$ cat config.mk
export PLATFORM = sky130hd
export DESIGN_NAME = rename_regfile
export DESIGN_NICKNAME = d
export VERILOG_FILES = /design/src/rtl/data_structures.sv /design/src/rtl/rf_read_port.sv /design/src/rtl/rename_regfile.sv
export SDC_FILE = /design/constraint.sdc
export NUM_CORES = 2
export LEC_CHECK = 0
export BUFFER_PORTS_ARGS = -buffer_cell sky130_fd_sc_hd__buf_2
export CORE_UTILIZATION = 55
export DETAILED_ROUTE_END_ITERATION = 6
export PLACE_DENSITY = 0.71
export SLEW_MARGIN = 20
export SYNTH_ARGS = -nofsm -noshare
export SYNTH_HDL_FRONTEND = slang
export SYNTH_SLANG_ARGS = --single-unit
$ cat constraint.sdc
create_clock -name in_clk -period 2.15 [get_ports in_clk]
set_input_delay 0.3225 -clock in_clk [delete_from_list [all_inputs] [get_ports in_clk]]
set_output_delay 0.3225 -clock in_clk [all_outputs]
set_load 0.01 [all_outputs]
$ cat src/rtl/data_structures.sv
// Shared types for the rename register file: committed flags and the
// per-register rename entry.
package data_structures;

  localparam int RF_DATA_W    = 64;
  localparam int RF_ROB_IDX_W = 4;

  typedef struct packed {
    logic n;
    logic z;
    logic c;
    logic v;
  } nzcv_t;

  // Entry widths track the rename_regfile DATA_W / ROB_IDX_W defaults.
  typedef struct packed {
    logic [RF_DATA_W-1:0]    value;
    logic                    valid;
    logic [RF_ROB_IDX_W-1:0] rob_index;
  } rf_entry_t;

endpackage

$ cat src/rtl/rf_read_port.sv
// One source-operand lookup: immediate, hardwired zero, commit bypass hit,
// then the stored entry (tag returned when the entry is still in flight).
module rf_read_port
  import data_structures::*;
#(
  parameter int GW        = 5,
  parameter int DATA_W    = RF_DATA_W,
  parameter int ROB_IDX_W = RF_ROB_IDX_W,
  parameter int IMM_W     = 16,
  parameter int ZERO_REG  = 31
) (
  input  logic [GW-1:0]        in_idx,
  input  rf_entry_t            in_entry,
  input  logic                 in_use_imm,
  input  logic [IMM_W-1:0]     in_imm,
  input  logic                 in_byp_hit,
  input  logic [DATA_W-1:0]    in_byp_value,
  output logic                 out_valid,
  output logic [DATA_W-1:0]    out_value,
  output logic [ROB_IDX_W-1:0] out_rob_index
);

  localparam logic [GW-1:0] ZERO_IDX = GW'(ZERO_REG);

  always_comb begin
    out_valid     = 1'b1;
    out_value     = '0;
    out_rob_index = '0;
    if (in_use_imm) begin
      out_value = DATA_W'(in_imm);
    end else if (in_idx == ZERO_IDX) begin
      out_value = '0;
    end else if (in_byp_hit) begin
      out_value = in_byp_value;
    end else if (in_entry.valid) begin
      out_value = in_entry.value;
    end else begin
      out_valid     = 1'b0;
      out_rob_index = in_entry.rob_index;
    end
  end

endmodule

$ cat src/rtl/rename_regfile.sv
// Rename register file with a one-deep registered dispatch result.
// Optional same-cycle commit bypass: define RENAME_REGFILE_BYPASS_EN.
module rename_regfile
  import data_structures::*;
#(
  parameter int NUM_GPRS  = 32,
  parameter int DATA_W    = RF_DATA_W,
  parameter int ROB_IDX_W = RF_ROB_IDX_W,
  parameter int IMM_W     = 16,
  parameter int ZERO_REG  = 31,
  localparam int GW       = $clog2(NUM_GPRS)
) (
  input  logic                 in_clk,
  input  logic                 in_rst_n,
  input  logic                 in_d_valid,
  output logic                 out_d_ready,
  input  logic [GW-1:0]        in_d_src1,
  input  logic [GW-1:0]        in_d_src2,
  input  logic [GW-1:0]        in_d_dst,
  input  logic                 in_d_dst_en,
  input  logic                 in_d_set_nzcv,
  input  logic                 in_d_use_imm,
  input  logic [IMM_W-1:0]     in_d_imm,
  input  logic [ROB_IDX_W-1:0] in_d_rob_index,
  input  logic                 in_c_valid,
  input  logic                 in_c_wr_en,
  input  logic                 in_c_set_nzcv,
  input  logic [GW-1:0]        in_c_reg,
  input  logic [DATA_W-1:0]    in_c_value,
  input  logic [ROB_IDX_W-1:0] in_c_rob_index,
  input  nzcv_t                in_c_nzcv,
  input  logic                 in_flush,
  output logic                 out_valid,
  input  logic                 in_rob_ready,
  output logic                 out_src1_valid,
  output logic [DATA_W-1:0]    out_src1_value,
  output logic [ROB_IDX_W-1:0] out_src1_rob_index,
  output logic                 out_src2_valid,
  output logic [DATA_W-1:0]    out_src2_value,
  output logic [ROB_IDX_W-1:0] out_src2_rob_index,
  output logic                 out_nzcv_valid,
  output nzcv_t                out_nzcv,
  output logic [ROB_IDX_W-1:0] out_nzcv_rob_index
);

  localparam logic [GW-1:0] ZERO_IDX = GW'(ZERO_REG);

  typedef struct packed {
    logic                 s1_vld;
    logic [DATA_W-1:0]    s1_val;
    logic [ROB_IDX_W-1:0] s1_tag;
    logic                 s2_vld;
    logic [DATA_W-1:0]    s2_val;
    logic [ROB_IDX_W-1:0] s2_tag;
    logic                 fl_vld;
    nzcv_t                fl_val;
    logic [ROB_IDX_W-1:0] fl_tag;
  } res_t;

  rf_entry_t            regs_q [NUM_GPRS];
  rf_entry_t            regs_d [NUM_GPRS];
  nzcv_t                nzcv_q, nzcv_d;
  logic                 nzcv_vld_q, nzcv_vld_d;
  logic [ROB_IDX_W-1:0] nzcv_tag_q, nzcv_tag_d;
  logic                 out_valid_q, out_valid_d;
  res_t                 res_q, res_d;

  logic                 accept;
  logic                 c_gpr_wr, c_gpr_hit, c_flag_wr, c_flag_hit;
  logic                 byp1, byp2, byp_f;
  logic                 rd1_vld, rd2_vld, rdf_vld;
  logic [DATA_W-1:0]    rd1_val, rd2_val;
  logic [ROB_IDX_W-1:0] rd1_tag, rd2_tag, rdf_tag;
  nzcv_t                rdf_val;

  assign out_d_ready = !out_valid_q || in_rob_ready;
  assign accept      = in_d_valid && out_d_ready && !in_flush;

  assign c_gpr_wr   = in_c_valid && in_c_wr_en && (in_c_reg != ZERO_IDX);
  assign c_gpr_hit  = c_gpr_wr && (in_c_rob_index == regs_q[in_c_reg].rob_index);
  assign c_flag_wr  = in_c_valid && in_c_set_nzcv;
  assign c_flag_hit = c_flag_wr && (in_c_rob_index == nzcv_tag_q);

`ifdef RENAME_REGFILE_BYPASS_EN
  assign byp1  = c_gpr_hit && (in_c_reg == in_d_src1);
  assign byp2  = c_gpr_hit && (in_c_reg == in_d_src2);
  assign byp_f = c_flag_hit;
`else
  assign byp1  = 1'b0;
  assign byp2  = 1'b0;
  assign byp_f = 1'b0;
`endif

  rf_read_port #(.GW(GW), .DATA_W(DATA_W), .ROB_IDX_W(ROB_IDX_W),
                 .IMM_W(IMM_W), .ZERO_REG(ZERO_REG)) u_rd1 (
    .in_idx(in_d_src1), .in_entry(regs_q[in_d_src1]), .in_use_imm(1'b0),
    .in_imm(in_d_imm), .in_byp_hit(byp1), .in_byp_value(in_c_value),
    .out_valid(rd1_vld), .out_value(rd1_val), .out_rob_index(rd1_tag)
  );

  rf_read_port #(.GW(GW), .DATA_W(DATA_W), .ROB_IDX_W(ROB_IDX_W),
                 .IMM_W(IMM_W), .ZERO_REG(ZERO_REG)) u_rd2 (
    .in_idx(in_d_src2), .in_entry(regs_q[in_d_src2]), .in_use_imm(in_d_use_imm),
    .in_imm(in_d_imm), .in_byp_hit(byp2), .in_byp_value(in_c_value),
    .out_valid(rd2_vld), .out_value(rd2_val), .out_rob_index(rd2_tag)
  );

  assign rdf_vld = nzcv_vld_q || byp_f;
  assign rdf_val = byp_f ? in_c_nzcv : (nzcv_vld_q ? nzcv_q : '0);
  assign rdf_tag = rdf_vld ? '0 : nzcv_tag_q;

  // Commit lands first; a flush or a same-cycle rename then overrides valid/tag.
  always_comb begin
    regs_d     = regs_q;
    nzcv_d     = nzcv_q;
    nzcv_vld_d = nzcv_vld_q;
    nzcv_tag_d = nzcv_tag_q;
    if (c_gpr_wr) begin
      regs_d[in_c_reg].value = in_c_value;
      if (c_gpr_hit) regs_d[in_c_reg].valid = 1'b1;
    end
    if (c_flag_wr) begin
      nzcv_d = in_c_nzcv;
      if (c_flag_hit) nzcv_vld_d = 1'b1;
    end
    if (in_flush) begin
      for (int i = 0; i < NUM_GPRS; i++) regs_d[i].valid = 1'b1;
      nzcv_vld_d = 1'b1;
    end else if (accept) begin
      if (in_d_dst_en && (in_d_dst != ZERO_IDX)) begin
        regs_d[in_d_dst].valid     = 1'b0;
        regs_d[in_d_dst].rob_index = in_d_rob_index;
      end
      if (in_d_set_nzcv) begin
        nzcv_vld_d = 1'b0;
        nzcv_tag_d = in_d_rob_index;
      end
    end
  end

  always_comb begin
    out_valid_d = out_valid_q;
    res_d       = res_q;
    if (in_flush) begin
      out_valid_d = 1'b0;
    end else if (accept) begin
      out_valid_d = 1'b1;
      res_d = '{s1_vld: rd1_vld, s1_val: rd1_val, s1_tag: rd1_tag,
                s2_vld: rd2_vld, s2_val: rd2_val, s2_tag: rd2_tag,
                fl_vld: rdf_vld, fl_val: rdf_val, fl_tag: rdf_tag};
    end else if (in_rob_ready) begin
      out_valid_d = 1'b0;
    end
  end

  always_ff @(posedge in_clk or negedge in_rst_n) begin
    if (!in_rst_n) begin
      for (int i = 0; i < NUM_GPRS; i++) regs_q[i] <= '{value: '0, valid: 1'b1, rob_index: '0};
      nzcv_q      <= '0;
      nzcv_vld_q  <= 1'b1;
      nzcv_tag_q  <= '0;
      out_valid_q <= 1'b0;
      res_q       <= '0;
    end else begin
      regs_q      <= regs_d;
      nzcv_q      <= nzcv_d;
      nzcv_vld_q  <= nzcv_vld_d;
      nzcv_tag_q  <= nzcv_tag_d;
      out_valid_q <= out_valid_d;
      res_q       <= res_d;
    end
  end

  assign out_valid          = out_valid_q;
  assign out_src1_valid     = res_q.s1_vld;
  assign out_src1_value     = res_q.s1_val;
  assign out_src1_rob_index = res_q.s1_tag;
  assign out_src2_valid     = res_q.s2_vld;
  assign out_src2_value     = res_q.s2_val;
  assign out_src2_rob_index = res_q.s2_tag;
  assign out_nzcv_valid     = res_q.fl_vld;
  assign out_nzcv           = res_q.fl_val;
  assign out_nzcv_rob_index = res_q.fl_tag;

endmodule

==> summary.md <==
| Metric | Value |
|---|---|
| Mapped Area | `125,000 um2` |
| First-pass GRT wire length | `643,000 um` |
| P&R area growth vs syn | `20.8%` |
| Share of the synthesized area in the top cell type | `46.7%` |
| Asr flop ratio synth | `100%` |
| Die Wd | `479 um` |
| Core area | `225,000 um2` |
| Maximum level of the CTS H-tree | `5` |
| Worst slew margin | `47.1%` |
| Net Count, Synth | `8,866` |
| Slew Limit Fails | `0` |
| R2r startpoint | `regs_q[556]` |
| Mux contribution to synthesized area | `41.4%` |
| Filler Cells Inserted | `15,157` |
| Vias per inst | `7.06` |
| Unrepaired setup endpoints after global routing | `true` |
| Compound-Gate Fraction of Synth Area | `5.88%` |
| Max incr delay on CP | `0.50 ns` |
| Max cap viols | `0` |
| Worst R2R Setup Slack | `-0.37 ns` |
| Worst Hold Endpoint | `nzcv_vld_q` |
| Number of synthesis warnings | `0` |
| Routability congestion estimate | `0.944` |
| DR pass1 iterations | `6` |
| Worst Skew | `0.0496 ns` |
| Final worst-path cycle share | `117%` |
| Multi-input combinational cell area | `62,400 um2` |
| WL per Instance | `34.6 um` |
| Fmax | `397 MHz` |
| I/O pins | `272` |
| DRT iter0 DRCs | `11,000` |
| Std cell rows | `174` |
| Gr usage total | `38.3%` |
| Inserted Clock Buffers | `275` |
| WP data arrival | `3.35 ns` |
| Leak | `67.6 nW` |
| Placed inst area | `139,000 um2` |
| Hold path depth | `4` |
| Final ANT Viol Nets | `0` |
| Dpl cells | `12,085` |
| Worst-skew pair later-pin latency | `0.96 ns` |
| Vias in the first global route | `92,161` |
| Grt met3 use | `9.96%` |
| Final setup viols | `142` |
| Initial Util | `55.4%` |
| Yosys top cell by area | `dfrtp_1` |
| DRC viols | `0` |
| CP Capture Type | `flop` |
| Most instantiated cells after synthesis | `dfrtp_1, mux2_2, mux4_2` |
| Worst-Margin Slew | `0.793 ns` |
| Type of origin of the critical path | `flop` |
| Slowest cell on the critical path | `mux4_2` |
| Final WL | `439,000 um` |
| R2R depth | `9` |
| Hold Startpoint | `in_c_set_nzcv` |
| Post-synth EDFFs | `0` |
| Xor/xnor cell area share of the yosys netlist | `0.0421%` |
| HP Class | `in -> reg` |
| Via count | `89,618` |
| Die Height | `479 um` |
| Synth area leaders | `dfrtp_1, mux2_2, mux4_2, mux2i_1, clkbuf_1` |
| Remaining Overflow, GRT | `0` |
| Post-DP HPWL | `289,000 um` |
| Post-synthesis adder-cell area fraction | `0%` |
| Failing checks | `setup timing` |
| R2R Path End | `out_src1_value[29]` |
| WP buf/inv | `4` |
| Clock Tree Buf Depth | `4` |
| Storage cell area | `59,200 um2` |
| Met1 track demand over resource | `50.3%` |
| Status | `complete, but fails checks` |
| Crit-path leading delay family | `multiplexers` |
| Tmin final | `2.52 ns` |
| Largest family of logic cells by synthesized area | `multiplexers` |
| Critical path required time | `2.99 ns` |
| Synth Area per Inst | `14.3 um2` |
| CTS clock-pin slew for the worst setup and hold paths | `0.06 ns` |
| Simple-Gate Fraction of Synth Area | `1.60%` |
| Critical path class | `reg -> reg` |
| Worst slack at placement | `-0.834 ns` |
| Design Area, Final | `151,000 um2` |
| Mapped Cells | `8,743` |
| Share of layout cells above drive strength 1 | `53.5%` |
| Port Buffers | `271` |
| Hold_ws | `0.0254 ns` |
| Largest net degree at the start of global routing | `110` |
| Crit-path cells | `mux4_2, mux4_2, mux2i_1, buf_4, nand2b_4, buf_12, buf_12, clkbuf_16, o21ai_1` |
| Synth Flop Type | `dfrtp_1` |
| Most common cell in the synthesized netlist | `dfrtp_1` |
| Tot Pwr | `123 mW` |
| Root buf cell | `clkbuf_16` |
| CTS tree | `built` |
| Final net count | `9,631` |
| Cell variety after synth | `51` |
| Die Area | `229,000 um2` |
| Register area share after synthesis | `47.4%` |
| Clk sinks | `2,365` |
| Max FO, Critical Path | `4` |
| Final count of hold timing violations | `0` |
| GR peak layer | `met2` |
| Seq cells post-synth | `2,365` |
| Maximum vdd drop | `0.000785 V` |
| Met2 usage | `57.6%` |
| Worst setup margin | `-0.367 ns` |
| Non-filler cells, final | `12,698` |
| Pwr dens | `818 nW/um2` |
| Antenna violations before repair | `27` |
## stage by stage
step           setup TNS (ns)  util [%]
2_1_floorplan          -12.18         -
3_3_place_gp          -276.16      61.9
3_5_place_dp          -320.96      61.9
4_1_cts                -20.02      66.6
5_1_grt                -37.50      67.0
6_report               -25.93      67.0
## worst reg2reg max path: stages (launching register included)
cell and delay (ns):
dfstp_2 0.38, mux4_2 0.46, mux4_2 0.50, mux2i_1 0.20, buf_4 0.15, nand2b_4 0.13
buf_12 0.16, buf_12 0.16, clkbuf_16 0.21, o21ai_1 0.07
## worst max-delay path by stage
stage / startpoint / to / slack, ns / cells after the start
2_1_floorplan: in_c_reg[0] / regs_q[1177] / -0.08 / 11
3_3_place_gp: in_d_src2[0] / out_src2_value[10] / -0.82 / 8
3_5_place_dp: in_d_src2[0] / out_src2_value[10] / -0.83 / 8
4_1_cts: regs_q[556] / out_src1_value[20] / -0.32 / 9
5_1_grt: regs_q[556] / out_src1_value[49] / -0.38 / 9
6_report: regs_q[556] / out_src1_value[29] / -0.37 / 9
## cells by family after synthesis
family                 Yosys count
multiplexers                  3752
flip-flops                    2365
AO/OA/AOI/OAI                 1154
buffers and inverters          996
AND/OR/NAND/NOR                470
XOR/XNOR                         6
## layout make-up
cell class                      count  share of cell area (%)
Antenna cell                       15                  0.0249
Clock inverter                     67                   0.560
Inverter                           15                  0.0423
Clock buffer                      393                    5.31
Sequential cell                  2365                    39.2
Multi-Input combinational cell   5383                    41.4
Tap cell                         2992                    2.48
Timing Repair Buffer             1468                    11.0
## routing by layer
metal | up-vias | share of wire (%) | wire, um
li1 | 35028 | - | -
met1 | 47349 | 38 | 165000
met2 | 5626 | 45 | 199000
met3 | 1587 | 10 | 44500
met4 | 28 | 7.0 | 30700
met5 | - | 0.072 | 316
## flip-flops by register name (all words and copies together) (netlist names)
signal              flops
nzcv_vld_q              1
out_src2_value         64
out_src1_value         64
nzcv_q                  4
out_src2_rob_index      4
out_nzcv                4
out_src1_valid          1
out_src1_rob_index      4
nzcv_tag_q              4
out_src2_valid          1
out_nzcv_rob_index      4
out_valid               1
out_nzcv_valid          1
regs_q               2208
## where the power goes
part           internal, mW  leakage (nW)  total [mW]  switching, mW
Combinational          11.9          31.8        21.6           9.70
Clock                  28.1          4.38        46.9           18.8
Sequential             50.1          31.4        54.9           4.85
Total                  90.1          67.6         123           33.3
## repair_timing
action | 4_1_cts | 5_1_grt
setup endpoints to repair | 198 | 219
gates resized for setup | 164 | 137
hold endpoints to repair | 3146 | 0
buffers inserted | 19 | 19
pin swaps | 42 | 68
gates cloned | 8 | 3
hold buffers | 100 | 0
## cells in the final DEF (no fill, tap or decap), types with 19 or more instances in the layout
cell | synthesis | layout
dfrtp_1 | 2332 | 2328
mux2_2 | 2270 | 2266
mux4_2 | 905 | 907
buf_4 | 75 | 621
mux2i_1 | 575 | 574
buf_12 | 1 | 450
nand2_1 | 310 | 304
clkbuf_16 | 0 | 285
buf_2 | 172 | 260
a21oi_1 | 266 | 256
o21ai_0 | 252 | 199
o22ai_1 | 144 | 131
dlygate4sd3_1 | 0 | 100
o221ai_1 | 92 | 92
a221oi_1 | 86 | 85
a21boi_0 | 82 | 81
o21ai_2 | 0 | 67
a211oi_1 | 62 | 62
clkbuf_1 | 636 | 57
clkbuf_8 | 0 | 55
o21ai_1 | 60 | 44
clkinv_2 | 0 | 40
dfstp_2 | 33 | 33
nand3_1 | 31 | 30
nor2_4 | 0 | 29
a22o_1 | 24 | 24
nor2_1 | 53 | 23
o31ai_4 | 0 | 21
bufinv_16 | 0 | 19
Power figures use the tool's default switching activity.
